[src/rtl/tthbif_pkg.sv]
// Shared types and helpers for the tthbif delay line.
package tthbif_pkg;

    typedef enum logic [0:0] {
        CFG_IDLE  = 1'b0,
        CFG_APPLY = 1'b1
    } cfg_state_e;

    // Index width that stays at least one bit for single-entry ranges.
    function automatic int unsigned idx_width(input int unsigned n);
        return (n > 1) ? $clog2(n) : 1;
    endfunction

endpackage

[src/rtl/tthbif_delay_chan.sv]
// One delay channel: DEPTH-stage shift chain with a tap-selected output.
module tthbif_delay_chan
    import tthbif_pkg::*;
#(
    parameter int unsigned WIDTH = 1,
    parameter int unsigned DEPTH = 8
) (
    input  logic                       clk_i,
    input  logic                       rst_i,
    input  logic                       en_i,
    input  logic                       flush_i,
    input  logic [WIDTH-1:0]           data_i,
    input  logic [$clog2(DEPTH)-1:0]   tap_i,
    output logic [WIDTH-1:0]           data_o
);

    localparam int unsigned TW = $clog2(DEPTH);

    logic [WIDTH-1:0] stage_q [DEPTH];
    logic [WIDTH-1:0] stage_d [DEPTH];

    always_comb begin
        for (int unsigned k = 0; k < DEPTH; k++) begin
            stage_d[k] = stage_q[k];
        end
        if (flush_i) begin
            for (int unsigned k = 0; k < DEPTH; k++) begin
                stage_d[k] = '0;
            end
        end else if (en_i) begin
            stage_d[0] = data_i;
            for (int unsigned k = 1; k < DEPTH; k++) begin
                stage_d[k] = stage_q[k-1];
            end
        end
    end

    always_ff @(posedge clk_i) begin
        if (rst_i) begin
            for (int unsigned k = 0; k < DEPTH; k++) begin
                stage_q[k] <= '0;
            end
        end else begin
            for (int unsigned k = 0; k < DEPTH; k++) begin
                stage_q[k] <= stage_d[k];
            end
        end
    end

    // Tap mux; unreachable tap codes on non-power-of-two depths read as zero.
    always_comb begin
        data_o = '0;
        for (int unsigned k = 0; k < DEPTH; k++) begin
            if (tap_i == TW'(k)) begin
                data_o = stage_q[k];
            end
        end
    end

endmodule

[src/rtl/tthbif_delay_line.sv]
// Multi-channel programmable delay line with shared fill tracking and tap config port.
module tthbif_delay_line
    import tthbif_pkg::*;
#(
    parameter int unsigned WIDTH  = 1,
    parameter int unsigned DEPTH  = 8,
    parameter int unsigned NUM_CH = 2
) (
    input  logic                                         clk_i,
    input  logic                                         rst_i,
    input  logic                                         en_i,
    input  logic                                         flush_i,
    input  logic [NUM_CH*WIDTH-1:0]                      data_i,
    output logic [NUM_CH*WIDTH-1:0]                      data_o,
    output logic [NUM_CH-1:0]                            valid_o,
    input  logic                                         cfg_valid_i,
    output logic                                         cfg_ready_o,
    input  logic [((NUM_CH > 1) ? $clog2(NUM_CH) : 1)-1:0] cfg_ch_i,
    input  logic [$clog2(DEPTH)-1:0]                     cfg_tap_i,
    output logic                                         cfg_err_o
);

    localparam int unsigned TW = $clog2(DEPTH);
    localparam int unsigned CW = idx_width(NUM_CH);
    localparam int unsigned FW = $clog2(DEPTH + 1);

    logic [TW-1:0] tap_q [NUM_CH];
    logic [TW-1:0] tap_d [NUM_CH];
    logic [FW-1:0] fill_q;
    logic [FW-1:0] fill_d;
    cfg_state_e    state_q;
    cfg_state_e    state_d;
    logic          cfg_err_q;
    logic          cfg_err_d;
    logic          req_in_range;

    // Widened compares so the range check stays meaningful for any DEPTH/NUM_CH.
    assign req_in_range = ({1'b0, cfg_tap_i} < (TW+1)'(DEPTH)) &&
                          ({1'b0, cfg_ch_i}  < (CW+1)'(NUM_CH));

    // Fill counter: saturates at DEPTH, cleared by flush.
    always_comb begin
        fill_d = fill_q;
        if (flush_i) begin
            fill_d = '0;
        end else if (en_i && (fill_q != FW'(DEPTH))) begin
            fill_d = fill_q + FW'(1);
        end
    end

    // Config FSM next state, tap writes and error pulse.
    always_comb begin
        state_d   = state_q;
        cfg_err_d = 1'b0;
        for (int unsigned c = 0; c < NUM_CH; c++) begin
            tap_d[c] = tap_q[c];
        end
        case (state_q)
            CFG_IDLE: begin
                if (cfg_valid_i) begin
                    if (req_in_range) begin
                        for (int unsigned c = 0; c < NUM_CH; c++) begin
                            if (cfg_ch_i == CW'(c)) begin
                                tap_d[c] = cfg_tap_i;
                            end
                        end
                        state_d = CFG_APPLY;
                    end else begin
                        cfg_err_d = 1'b1;
                    end
                end
            end
            CFG_APPLY: begin
                state_d = CFG_IDLE;
            end
            default: begin
                state_d = CFG_IDLE;
            end
        endcase
    end

    always_ff @(posedge clk_i) begin
        if (rst_i) begin
            state_q   <= CFG_IDLE;
            cfg_err_q <= 1'b0;
            fill_q    <= '0;
            for (int unsigned c = 0; c < NUM_CH; c++) begin
                tap_q[c] <= '0;
            end
        end else begin
            state_q   <= state_d;
            cfg_err_q <= cfg_err_d;
            fill_q    <= fill_d;
            for (int unsigned c = 0; c < NUM_CH; c++) begin
                tap_q[c] <= tap_d[c];
            end
        end
    end

    assign cfg_ready_o = (state_q == CFG_IDLE);
    assign cfg_err_o   = cfg_err_q;

    for (genvar c = 0; c < NUM_CH; c++) begin : g_chan
        tthbif_delay_chan #(
            .WIDTH (WIDTH),
            .DEPTH (DEPTH)
        ) u_chan (
            .clk_i   (clk_i),
            .rst_i   (rst_i),
            .en_i    (en_i),
            .flush_i (flush_i),
            .data_i  (data_i[c*WIDTH +: WIDTH]),
            .tap_i   (tap_q[c]),
            .data_o  (data_o[c*WIDTH +: WIDTH])
        );

        // A lane is valid once enough samples have entered to reach its tap.
        assign valid_o[c] = (fill_q > FW'(tap_q[c]));
    end

endmodule

[config.mk]
export PLATFORM = sky130hd
export DESIGN_NAME = tthbif_delay_line
export DESIGN_NICKNAME = d
export VERILOG_FILES = /design/src/rtl/tthbif_pkg.sv /design/src/rtl/tthbif_delay_chan.sv /design/src/rtl/tthbif_delay_line.sv
export SDC_FILE = /design/constraint.sdc
export NUM_CORES = 1
export LEC_CHECK = 0
export CAP_MARGIN = 40
export CORE_UTILIZATION = 35
export DETAILED_ROUTE_END_ITERATION = 8
export PLACE_DENSITY = 0.65
export RECOVER_POWER = 100
export SYNTH_ARGS = -nofsm -noshare
export SYNTH_HDL_FRONTEND = slang
export SYNTH_SLANG_ARGS = --single-unit
[constraint.sdc]
create_clock -name clk_i -period 1.22 [get_ports clk_i]
set_input_delay 0.183 -clock clk_i [delete_from_list [all_inputs] [get_ports clk_i]]
set_output_delay 0.183 -clock clk_i [all_outputs]
set_load 0.01 [all_outputs]
### After elaboration in Yosys (flattened, before gate mapping)

Memories as Yosys holds them, arrays and structs flattened.
Index checks and enable logic that the tools add are counted.
Widths: inputs -> output; s select.

* eq/ne operators: 15
* reduce and logical (&&, ||, !) cells: 4
* bitwise operators: 19
* mux-type cells: 47
* $add $sub $neg: 1
* $lt $le $gt $ge: 2

Operators by type and width (number)
* $mux 1: 36
* $mux 8: 4
* $eq 3x3->1 const B: 8
* $or 1x1->1: 18
* $eq 3x2->1 const B: 4
* $mux 3: 4
* $mux 6: 2
* $gt 4x3->1: 2
* $eq 3x1->1 const B: 2
* $logic_not 3->1: 2
* $add 4x1->4 const B: 1
* $ne 4x4->1 const B: 1
* $pmux 1 s2: 1
* $reduce_or 2->1: 1
* $logic_and 1x1->1: 1
* $not 1->1: 1

* word-level logic and storage cells: 93
* memories: 3
* output and inout bits: 6
* bits in writable memories: 22
* bits of input ports: 11
* flip-flop bits (word level): 5

Memories
* g_chan[0].u_chan.stage_q: words 8, width 1, rd ports 8, clocked after Yosys merged registers in 0, write ports 8, RTL line tthbif_delay_chan.sv:19 `logic [WIDTH-1:0] stage_q [DEPTH];`
* g_chan[1].u_chan.stage_q: words 8, width 1, rd ports 8, clocked after Yosys merged registers in 0, write ports 8, RTL line tthbif_delay_chan.sv:19
* tap_q: words 2, width 3, rd ports 2, clocked after Yosys merged registers in 0, write ports 2, RTL line tthbif_delay_line.sv:27 `logic [TW-1:0] tap_q [NUM_CH];`

### Longest topological paths before layout

Gate-level depths: netlist of run 1.
An unclocked memory read counts as a cell.

* depth in word-level cells: 10
* depth in mapped cells: 5
* gate-level depth less buffers: 5

### Modules after synthesis

From an unflattened synthesis of run 1, not the netlist that was laid out.

* cell total of the unflattened synthesis: 131
* area total of the unflattened synthesis: 1336.3 µm²

By module, submodules not included
* tthbif_delay_chan: area each 349.1 µm², instances 2, cells each 30, seq. area each 160.2 µm²
* tthbif_delay_line: area each 638.1 µm², instances 1, cells each 71, seq. area each 220.2 µm²

### Least setup slack after synthesis of run 1

Ideal clock, no wire load.

* path kind: register -> output
* from: memory tap_q[0][0] (netlist bit)
* to: output port data_o[0]
* path slack: -91 ps
* arrival time: 1128 ps
* path buffers: 1
* required time: 1037 ps
* stages on the path, launching flop included: 5
* path through: dfxtp_1 mux4_2 nand2_1 nand2_1 buf_4

RTL lines
* from (decl): RTL line tthbif_delay_line.sv:27
* to (decl): RTL line tthbif_delay_line.sv:14 `output logic [NUM_CH*WIDTH-1:0] data_o,`

==> metrics.md, run 1 <==
| Metric | Value |
|---|---|
| HPWL Detailed | 2130 um |
| Yosys warns | 0 |
| Max frequency | 0.630 GHz |
| Area delta synth->final | 39.0% |
| Setup crit end kind | primary output |
| Startpoint types | flip-flop |
| CTS tree | built |
| Total track usage | 0.153 |
| Top_reg_cell synth | dfxtp_1 |
| Htree depth | 1 |
| CP required | 1.04 ns |
| Register area share after synthesis | 0.406 |
| Diodes inserted | 0 |
| Hold buffers post-CTS | 0 |
| Final Setup Violations | 7 |
| Initial Util | 0.364 |
| Post-synth cell types | 28 |
| Slew Viols, Final | 0 |
| Sink Count | 27 |
| TritonCTS Buffers | 3 |
| Core Rows | 22 |
| Netlist Area Pre-Place | 1330 um^2 |
| Post-synth EDFFs | 0 |
| Setup Skew | 0.00733 ns |
| Most frequent cells in the layout | 27 x buf_4, 25 x nor2_1, 22 x mux2i_1 |
| Post-route ant nets | 0 |
| Arrival @ worst endpoint | 1.40 ns |
| Fin. Hold Viols | 0 |
| Number of DRC markers in iteration 0 | 17 |
| Crit path largest cell delay | 0.49 ns |
| # DRC | 0 |
| Crit Path Class | reg2out |
| # nets final | 197 |
| CTS Root Cell | clkbuf_8 |
| PwrDens | 905 nW/um^2 |
| Die area | 4050 um^2 |
| Synth Area per Inst | 9.93 um^2 |
| Hold Path Class | reg2reg |
| Setup TNS | -1.55 ns |
| VDD IR max | 0.490 mV |
| Synth Register Bits | 27 |
| Syn Nets | 153 |
| Avg WL per Cell | 12.5 um |
| Clock transition at path regs | 0.09 ns |
| Core ar. | 3660 um^2 |
| Routed vias/inst | 4.75 |
| Failing checks | negative setup slack |
| Status | complete, but fails checks |
| Max-cap violations | 0 |
| RSZ-0062 raised after global routing | true |
| Minimum clock period | 1.59 ns |
| Slowest CP cell | mux4_2 |
| First-pass GRT wire length | 4820 um |
| CP most frequent cell | nand2_1 |
| Ports | 17 |
| Tcrit/Tclk final | 1.30 |
| Routability Congestion | 0.839 |
| CTS max path bufs | 2 |
| Share of cells above drive strength 1 | 0.379 |
| Crit path cell chain | mux4_2 -> nand2_1 -> nand2_1 -> buf_2 |
| Ys async rst share | 0 |
| Fin worst setup slack | -0.368 ns |
| Antenna violations before repair | 0 |
| Routed WL | 2820 um |
| Leakage | 0.817 nW |
| Syn Inst Count | 134 |
| Via Count | 1,069 |
| Commonest non-fill, non-tap cell in the layout | buf_4 |
| CP Max Fanout | 4 |
| Pin count of the biggest net entering global routing | 17 |
| Die W | 63.7 um |
| Number of global-route vias before repair | 1,149 |
| Post-Route Utilization | 0.505 |
| Total grt overflow | 0 |
| Die Y | 63.7 um |
| Number of port buffers | 15 |
| Initial DRT Pass Iterations | 4 |
| Clock Latency Late Sink | 0.27 ns |
[state kept, by name, summed over array words and instances, names as in the netlist]
register / cells
tap_q: 6
fill_q: 4
state_q: 1
g_chan.u_chan.stage_q: 16
[what timing repair did]
item	in CTS	in global routing
pin swaps	9	6
setup buffers	3	3
setup endpoints to repair	8	7
hold endpoints to repair	0	0
gates resized for setup	37	9
[stage by stage]
stage / cells / setup WS [ns] / hold slack (ns) / area [um^2] / total power, mW
global route: 225 / -0.427 / 0.526 / 1850 / 1.75
floorplan: 134 / -0.0239 / 0.327 / 1350 / 1.07
global placement: 216 / -0.485 / 0.466 / 1700 / 1.18
CTS: 223 / -0.385 / 0.499 / 1820 / 1.69
detailed placement: 216 / -0.518 / 0.485 / 1700 / 1.19
finish: 225 / -0.368 / 0.497 / 1850 / 1.67
[logic make-up after synthesis]
family	synth area share
compound gates	0.0404
xor+xnor	0.00658
fa+ha+maj	0.0752
buf+inv	0.0677
flops	0.406
mux	0.233
other cells	0.00282
simple gates	0.168
[metal layers]
metal,vias to the layer above,GRT usage,routed length [um]
li1,544,-,-
met1,500,0.168,1240
met2,20,0.286,1450
met3,5,0.0236,83
met4,0,0.0682,44
met5,-,0,0
[path summary, 6_finish.rpt]
check / startpoint / to / slack (ns) / cells after the start
worst min-delay path: state_q / state_q / 0.50 / 1
worst max register to register: fill_q[1] / fill_q[1] / -0.07 / 6
worst max-delay path: tap_q[0][0] / data_o[0] / -0.37 / 4
worst min register to register: state_q / state_q / 0.50 / 1
[cells in the mapped netlist, types with 2 or more instances]
| cell type | instances | area share |
|---|---|---|
| buf_2 | 3 | 0.011 |
| dfxtp_1 | 27 | 0.41 |
| ha_1 | 8 | 0.075 |
| nand4_1 | 2 | 0.0094 |
| nand2_1 | 10 | 0.028 |
| inv_1 | 7 | 0.020 |
| buf_4 | 3 | 0.017 |
| nor2b_1 | 2 | 0.0094 |
| nor2_1 | 25 | 0.070 |
| a21oi_1 | 3 | 0.011 |
| mux4_2 | 4 | 0.068 |
| mux2i_1 | 22 | 0.17 |
| nand3b_1 | 2 | 0.011 |
| buf_6 | 2 | 0.017 |
[worst max-delay path: cells and delay by family, from the launching register on]
family | cells | cell delay (ns)
flip-flops | 1 | 0.39
buffers and inverters | 1 | 0.13
multiplexers | 1 | 0.49
AND/OR/NAND/NOR | 2 | 0.12
[report_power, final]
group / leakage, nW / switching, mW / internal (mW) / total, mW
Combinational: 0.571 / 0.119 / 0.143 / 0.262
Sequential: 0.224 / 0.0161 / 0.893 / 0.909
Clock: 0.0228 / 0.269 / 0.234 / 0.503
[final cells by class]
class	count	area [um^2]
multi-input cells	91	785
inverters	7	28.8
flip-flops and latches	27	562
well taps	48	60.1
clock buffers	4	45.0
fillers	332	1810
repair buffers	48	370
Note: power is estimated with default switching activity, not from simulation.
==> run 2, diff against run 1 <==
--- a/config.mk
+++ b/config.mk
@@ -8,7 +8,6 @@
 export CAP_MARGIN = 40
 export CORE_UTILIZATION = 35
 export DETAILED_ROUTE_END_ITERATION = 8
-export PLACE_DENSITY = 0.65
 export RECOVER_POWER = 100
 export SYNTH_ARGS = -nofsm -noshare
 export SYNTH_HDL_FRONTEND = slang
==> metrics.md, run 2 (synthesis gave the netlist of run 1 again) <==
| Metric | Value |
|---|---|
| Status | complete, but fails checks |
| Failing checks | negative setup slack |
| Max-cap violations | 0 (unchanged) |
| CTS max path bufs | 2 (unchanged) |
| Max frequency | 0.628 GHz (-0.22%) |
| Hold Path Class | reg2reg |
| Clock transition at path regs | 0.08 ns (about the same) |
| Core Rows | 22 (unchanged) |
| RR Endpoint | fill_q[2] |
| VDD IR max | 0.439 mV (-10%) |
| Flop pwr share | 0.547 (+0.004) |
| Antenna violations before repair | 0 (unchanged) |
| Total track usage | 0.151 (-0.00255) |
| Core ar. | 3660 um^2 (unchanged) |
| Die Y | 63.7 um (unchanged) |
| Die area | 4050 um^2 (unchanged) |
| RSZ-0062 raised after global routing | true |
| Fin. Hold Viols | 0 (unchanged) |
| Switching pwr | 392 uW (-3.0%) |
| Routed vias/inst | 4.62 (-2.8%) |
| R2R Setup Slk | -0.12 ns (-0.05 ns) |
| Comb pwr share | 0.157 (about the same) |
| Setup TNS | -1.70 ns (-0.143 ns) |
| First-pass GRT wire length | 4820 um (+0.15%) |
| Final Setup Violations | 7 (unchanged) |
| Critical R2R Launch | fill_q[1] |
| # DRC | 0 (unchanged) |
| Via Count | 1,048 (-2.0%) |
| Ports | 17 (unchanged) |
| Pwr Total | 1.66 mW (-0.84%) |
| CP Max Fanout | 3 (-1) |
| HPWL Detailed | 1980 um (-6.9%) |
| Post-route ant nets | 0 (unchanged) |
| CP required | 1.04 ns (about the same) |
| Clock Latency Late Sink | 0.27 ns (about the same) |
| Worst Hold Endpoint | state_q |
| Area delta synth->final | 40.1% |
| TritonCTS Buffers | 3 (unchanged) |
| Pin count of the biggest net entering global routing | 15 (-2) |
| Share of cells above drive strength 1 | 0.391 (+0.0125) |
| # nets final | 199 (+1.0%) |
| Number of DRC markers in iteration 0 | 16 (-1) |
| Total grt overflow | 0 (unchanged) |
| Hold depth | 1 (unchanged) |
| Tcrit/Tclk final | 1.30 (+0.00294) |
| Minimum clock period | 1.59 ns (+0.00358 ns) |
| Number of port buffers | 15 (unchanged) |
| Routability Congestion | 0.769 (-8.3%) |
| Routed WL | 2790 um (-1.1%) |
| Crit Path Class | reg2out |
| CTS tree | built |
| Sink Count | 27 (unchanged) |
| Largest reg by FF count | g_chan.u_chan.stage_q |
| Top Registers | g_chan.u_chan.stage_q x16, tap_q x6, fill_q x4 |
| Largest register FFs | 16 (unchanged) |
| HP Start | state_q |
| Leakage | 0.818 nW (+0.11%) |
| Reg2Reg Depth | 7 (+1) |
| Arrival @ worst endpoint | 1.41 ns (about the same) |
| Setup Skew | 0.00126 ns (-0.00606 ns) |
| Slew Viols, Final | 0 (unchanged) |
| Initial Util | 0.364 (unchanged) |
| Initial DRT Pass Iterations | 4 (unchanged) |
| Avg WL per Cell | 12.3 um (-2.0%) |
| DP Area | 1710 um^2 (+0.88%) |
| Die W | 63.7 um (unchanged) |
| Number of global-route vias before repair | 1,072 (-6.7%) |
| PwrDens | 890 nW/um^2 (-1.6%) |
| CTS Root Cell | clkbuf_8 |
| Fin worst setup slack | -0.371 ns (-0.00358 ns) |
| Commonest non-fill, non-tap cell in the layout | buf_4 |
| Most frequent cells in the layout | 28 x buf_4, 25 x nor2_1, 22 x mux2i_1 |
| Worst slack at placement | -0.494 ns (+0.0238 ns) |
| Htree depth | 1 (unchanged) |
| Setup crit end kind | primary output |
| Area of the multi-input gates | 779 um^2 (-0.64%) |
| Layout fillers | 333 (+0.30%) |
| Fin area | 1870 um^2 (+0.81%) |
| Int Pwr | 1.27 mW (-0.17%) |
| Net Sw Frac | 0.236 (-0.00518) |
| Startpoint types | flip-flop |
| Clock power frac | 0.296 (-0.004) |
| Register Area | 562 um^2 (unchanged) |
| Diodes inserted | 0 (unchanged) |
## run 2: worst max path at each step
stage	slack, ns	depth (start not counted)	end	start
floorplan	-0.02	4	data_o[0]	tap_q[0][0]
global placement	-0.46	6	valid_o[1]	tap_q[0][4]
detailed placement	-0.49	6	valid_o[1]	tap_q[0][4]
CTS	-0.38	4	data_o[0]	tap_q[0][0]
global route	-0.46	4	data_o[0]	tap_q[0][0]
finish	-0.37	4	data_o[1]	tap_q[0][4]
## run 2: final cells by class
type,instances,share of cell area
Timing Repair Buffer,50,0.209
Sequential cell,27,0.301
Inverter,7,0.0154
Tap cell,48,0.0322
Clock buffer,4,0.0241
Multi-Input combinational cell,91,0.418
## run 2: worst max-delay path: stages (launching register included)
cell	delay, ns
dfxtp_4	0.37
mux4_2	0.50
nand2_2	0.08
nand2_1	0.06
buf_2	0.13
## run 2: routing by layer
layer	track usage	vias up	part of all wire
met3	0.0181	2	0.024
met4	0.0682	0	0.0083
met1	0.198	489	0.50
met2	0.245	13	0.47
met5	0	-	0
li1	-	544	-
## run 2: repair_timing
| item | in CTS | in global routing |
|---|---|---|
| gates resized for setup | 37 | 10 |
| buffers inserted | 5 | 3 |
| setup endpoints to repair | 8 | 7 |
| hold buffers | 0 | 0 |
| pin swaps | 13 | 7 |
## run 2: power by group through the flow
stage	clock, mW	combinational, mW	sequential [mW]
global route	0.558	0.284	0.912
global placement	0	0.248	0.933
floorplan	0	0.141	0.932
finish	0.491	0.260	0.909
CTS	0.520	0.254	0.910
detailed placement	0	0.252	0.934
## run 2: per-stage QoR
step	std cells	utilization	hold WS [ns]
6_report	227	0.510	0.493
5_1_grt	227	0.510	0.534
4_1_cts	226	0.501	0.498
3_5_place_dp	218	0.468	0.486
3_3_place_gp	218	0.468	0.471
2_1_floorplan	134	-	0.327
==> run 3, diff against run 2 <==
--- a/config.mk
+++ b/config.mk
@@ -9,6 +9,7 @@
 export CORE_UTILIZATION = 35
 export DETAILED_ROUTE_END_ITERATION = 8
 export RECOVER_POWER = 100
+export SKIP_CTS_REPAIR_TIMING = 1
 export SYNTH_ARGS = -nofsm -noshare
 export SYNTH_HDL_FRONTEND = slang
 export SYNTH_SLANG_ARGS = --single-unit
==> metrics.md, run 3 (synthesis gave the netlist of run 1 again) <==
| Metric | Value |
|---|---|
| Status | complete, but fails checks |
| Failing checks | negative setup slack |
| VDD IR max | 0.440 mV (+0.16%) |
| Clock power frac | 0.294 (-0.002) |
| Final Setup Violations | 7 (unchanged) |
| Minimum clock period | 1.59 ns (-0.00447 ns) |
| Top Registers | g_chan.u_chan.stage_q x16, tap_q x6, fill_q x4 |
| Fin worst setup slack | -0.367 ns (+0.00446 ns) |
| Flop pwr share | 0.544 (-0.003) |
| Share of cells above drive strength 1 | 0.402 (+0.0112) |
| Fin area | 1880 um^2 (+0.54%) |
| Post-route ant nets | 0 (unchanged) |
| Setup TNS | -1.61 ns (+0.0884 ns) |
| Area delta synth->final | 40.9% |
| Startpoint types | flip-flop |
| PwrDens | 892 nW/um^2 (+0.18%) |
| Diodes inserted | 0 (unchanged) |
| HP Start | state_q |
| Worst Setup SP | tap_q[0][0] |
| Hold Path Class | reg2reg |
| Core ar. | 3660 um^2 (unchanged) |
| Number of port buffers | 15 (unchanged) |
| Top delay family on crit path | multiplexers |
| First-pass GRT wire length | 4430 um (-8.2%) |
| Int Pwr | 1.28 mW (+0.72%) |
| Total grt overflow | 0 (unchanged) |
| Most frequent cells in the layout | 29 x buf_4, 25 x nor2_1, 22 x mux2i_1 |
| CP required | 1.04 ns (about the same) |
| Max frequency | 0.630 GHz (+0.28%) |
| Fin. Hold Viols | 0 (unchanged) |
| Commonest non-fill, non-tap cell in the layout | buf_4 |
| Largest register FFs | 16 (unchanged) |
| Initial DRT Pass Iterations | 4 (unchanged) |
| Total track usage | 0.137 (-0.0137) |
| Clock transition at path regs | 0.09 ns (about the same) |
| Tcrit/Tclk final | 1.30 (-0.00366) |
| TritonCTS Buffers | 3 (unchanged) |
| Htree depth | 1 (unchanged) |
| Slew Viols, Final | 0 (unchanged) |
| Routability Congestion | 0.769 (unchanged) |
| CTS max path bufs | 2 (unchanged) |
| Ports | 17 (unchanged) |
| Via Count | 1,047 (-0.095%) |
| Crit path buffers/inverters | 1 (unchanged) |
| CTS Root Cell | clkbuf_8 |
| Die W | 63.7 um (unchanged) |
| Switching pwr | 395 uW (+0.72%) |
| Leakage | 0.837 nW (+2.3%) |
| # nets final | 199 (unchanged) |
| Avg WL per Cell | 12.3 um (-0.22%) |
| HPWL Detailed | 1980 um (unchanged) |
| RSZ-0062 raised after global routing | true |
| Antenna violations before repair | 0 (unchanged) |
| Setup Skew | 0.000967 ns (-0.000297 ns) |
| Number of DRC markers in iteration 0 | 8 (-8) |
| Die Y | 63.7 um (unchanged) |
| Worst Hold Slack | 0.491 ns (-0.00132 ns) |
| Core Rows | 22 (unchanged) |
| Crit path cell chain | mux4_2 -> nand2_2 -> nand2_1 -> clkbuf_2 |
| Number of global-route vias before repair | 1,035 (-3.5%) |
| CTS tree | built |
| Crit Path Class | reg2out |
| Critical R2R Launch | fill_q[1] |
| Post-Route Utilization | 0.512 (+0.00273) |
| Setup crit end kind | primary output |
| Clock Latency Late Sink | 0.26 ns (about the same) |
| Sink Count | 27 (unchanged) |
| Crit path largest cell delay | 0.52 ns (+0.02 ns) |
| Initial Util | 0.364 (unchanged) |
| Routed WL | 2780 um (-0.22%) |
| Max-cap violations | 0 (unchanged) |
| CP Max Fanout | 4 (+1) |
| # DRC | 0 (unchanged) |
| Net Sw Frac | 0.236 (about the same) |
| Worst slack at placement | -0.494 ns (unchanged) |
| Pin count of the biggest net entering global routing | 15 (unchanged) |
| Largest reg by FF count | g_chan.u_chan.stage_q |
| Comb pwr share | 0.161 (+0.004) |
| DP Area | 1710 um^2 (unchanged) |
| Arrival @ worst endpoint | 1.40 ns (about the same) |
| Routed vias/inst | 4.61 (about the same) |
| Die area | 4050 um^2 (unchanged) |
| Slowest CP cell | mux4_2 |
==> run 3: worst reg2reg max path, stage by stage (launching register included) <==
cell and delay (ns):
dfxtp_4 0.39, buf_6 0.12, inv_4 0.04, ha_4 0.14
nand3b_1 0.18, buf_4 0.15, nand4b_1 0.09, a21oi_1 0.13
==> run 3: metal layers <==
| layer | global-route usage | up-vias | wire length, um |
|---|---|---|---|
| li1 | - | 547 | - |
| met1 | 0.178 | 485 | 1330 |
| met2 | 0.218 | 13 | 1360 |
| met3 | 0.0181 | 2 | 66 |
| met4 | 0.0739 | 0 | 23 |
| met5 | 0 | - | 0 |
==> run 3: worst paths after layout <==
path               end  slack, ns  depth (start not counted)
max          data_o[0]      -0.37                          4
min            state_q       0.49                          1
max reg2reg  fill_q[2]      -0.09                          7
min reg2reg    state_q       0.49                          1
==> run 3: power by group through the flow <==
stage / Sequential (mW) / Clock, mW / Combinational, mW
floorplan: 0.932 / 0 / 0.141
global placement: 0.933 / 0 / 0.248
detailed placement: 0.934 / 0 / 0.252
CTS: 0.913 / 0.520 / 0.253
global route: 0.914 / 0.560 / 0.293
finish: 0.910 / 0.492 / 0.270
==> run 3: per-stage QoR <==
step	std cells	total power [mW]
2_1_floorplan	134	1.07
3_3_place_gp	218	1.18
3_5_place_dp	218	1.19
4_1_cts	222	1.69
5_1_grt	227	1.77
6_report	227	1.67
==> run 3: area by class of cell <==
type | count | area (um^2)
fill | 326 | 1790
multi-input combinational | 91 | 792
sequential | 27 | 559
timing repair buffer | 50 | 390
tap | 48 | 60.1
clock buffer | 4 | 45.0
inverter | 7 | 28.8
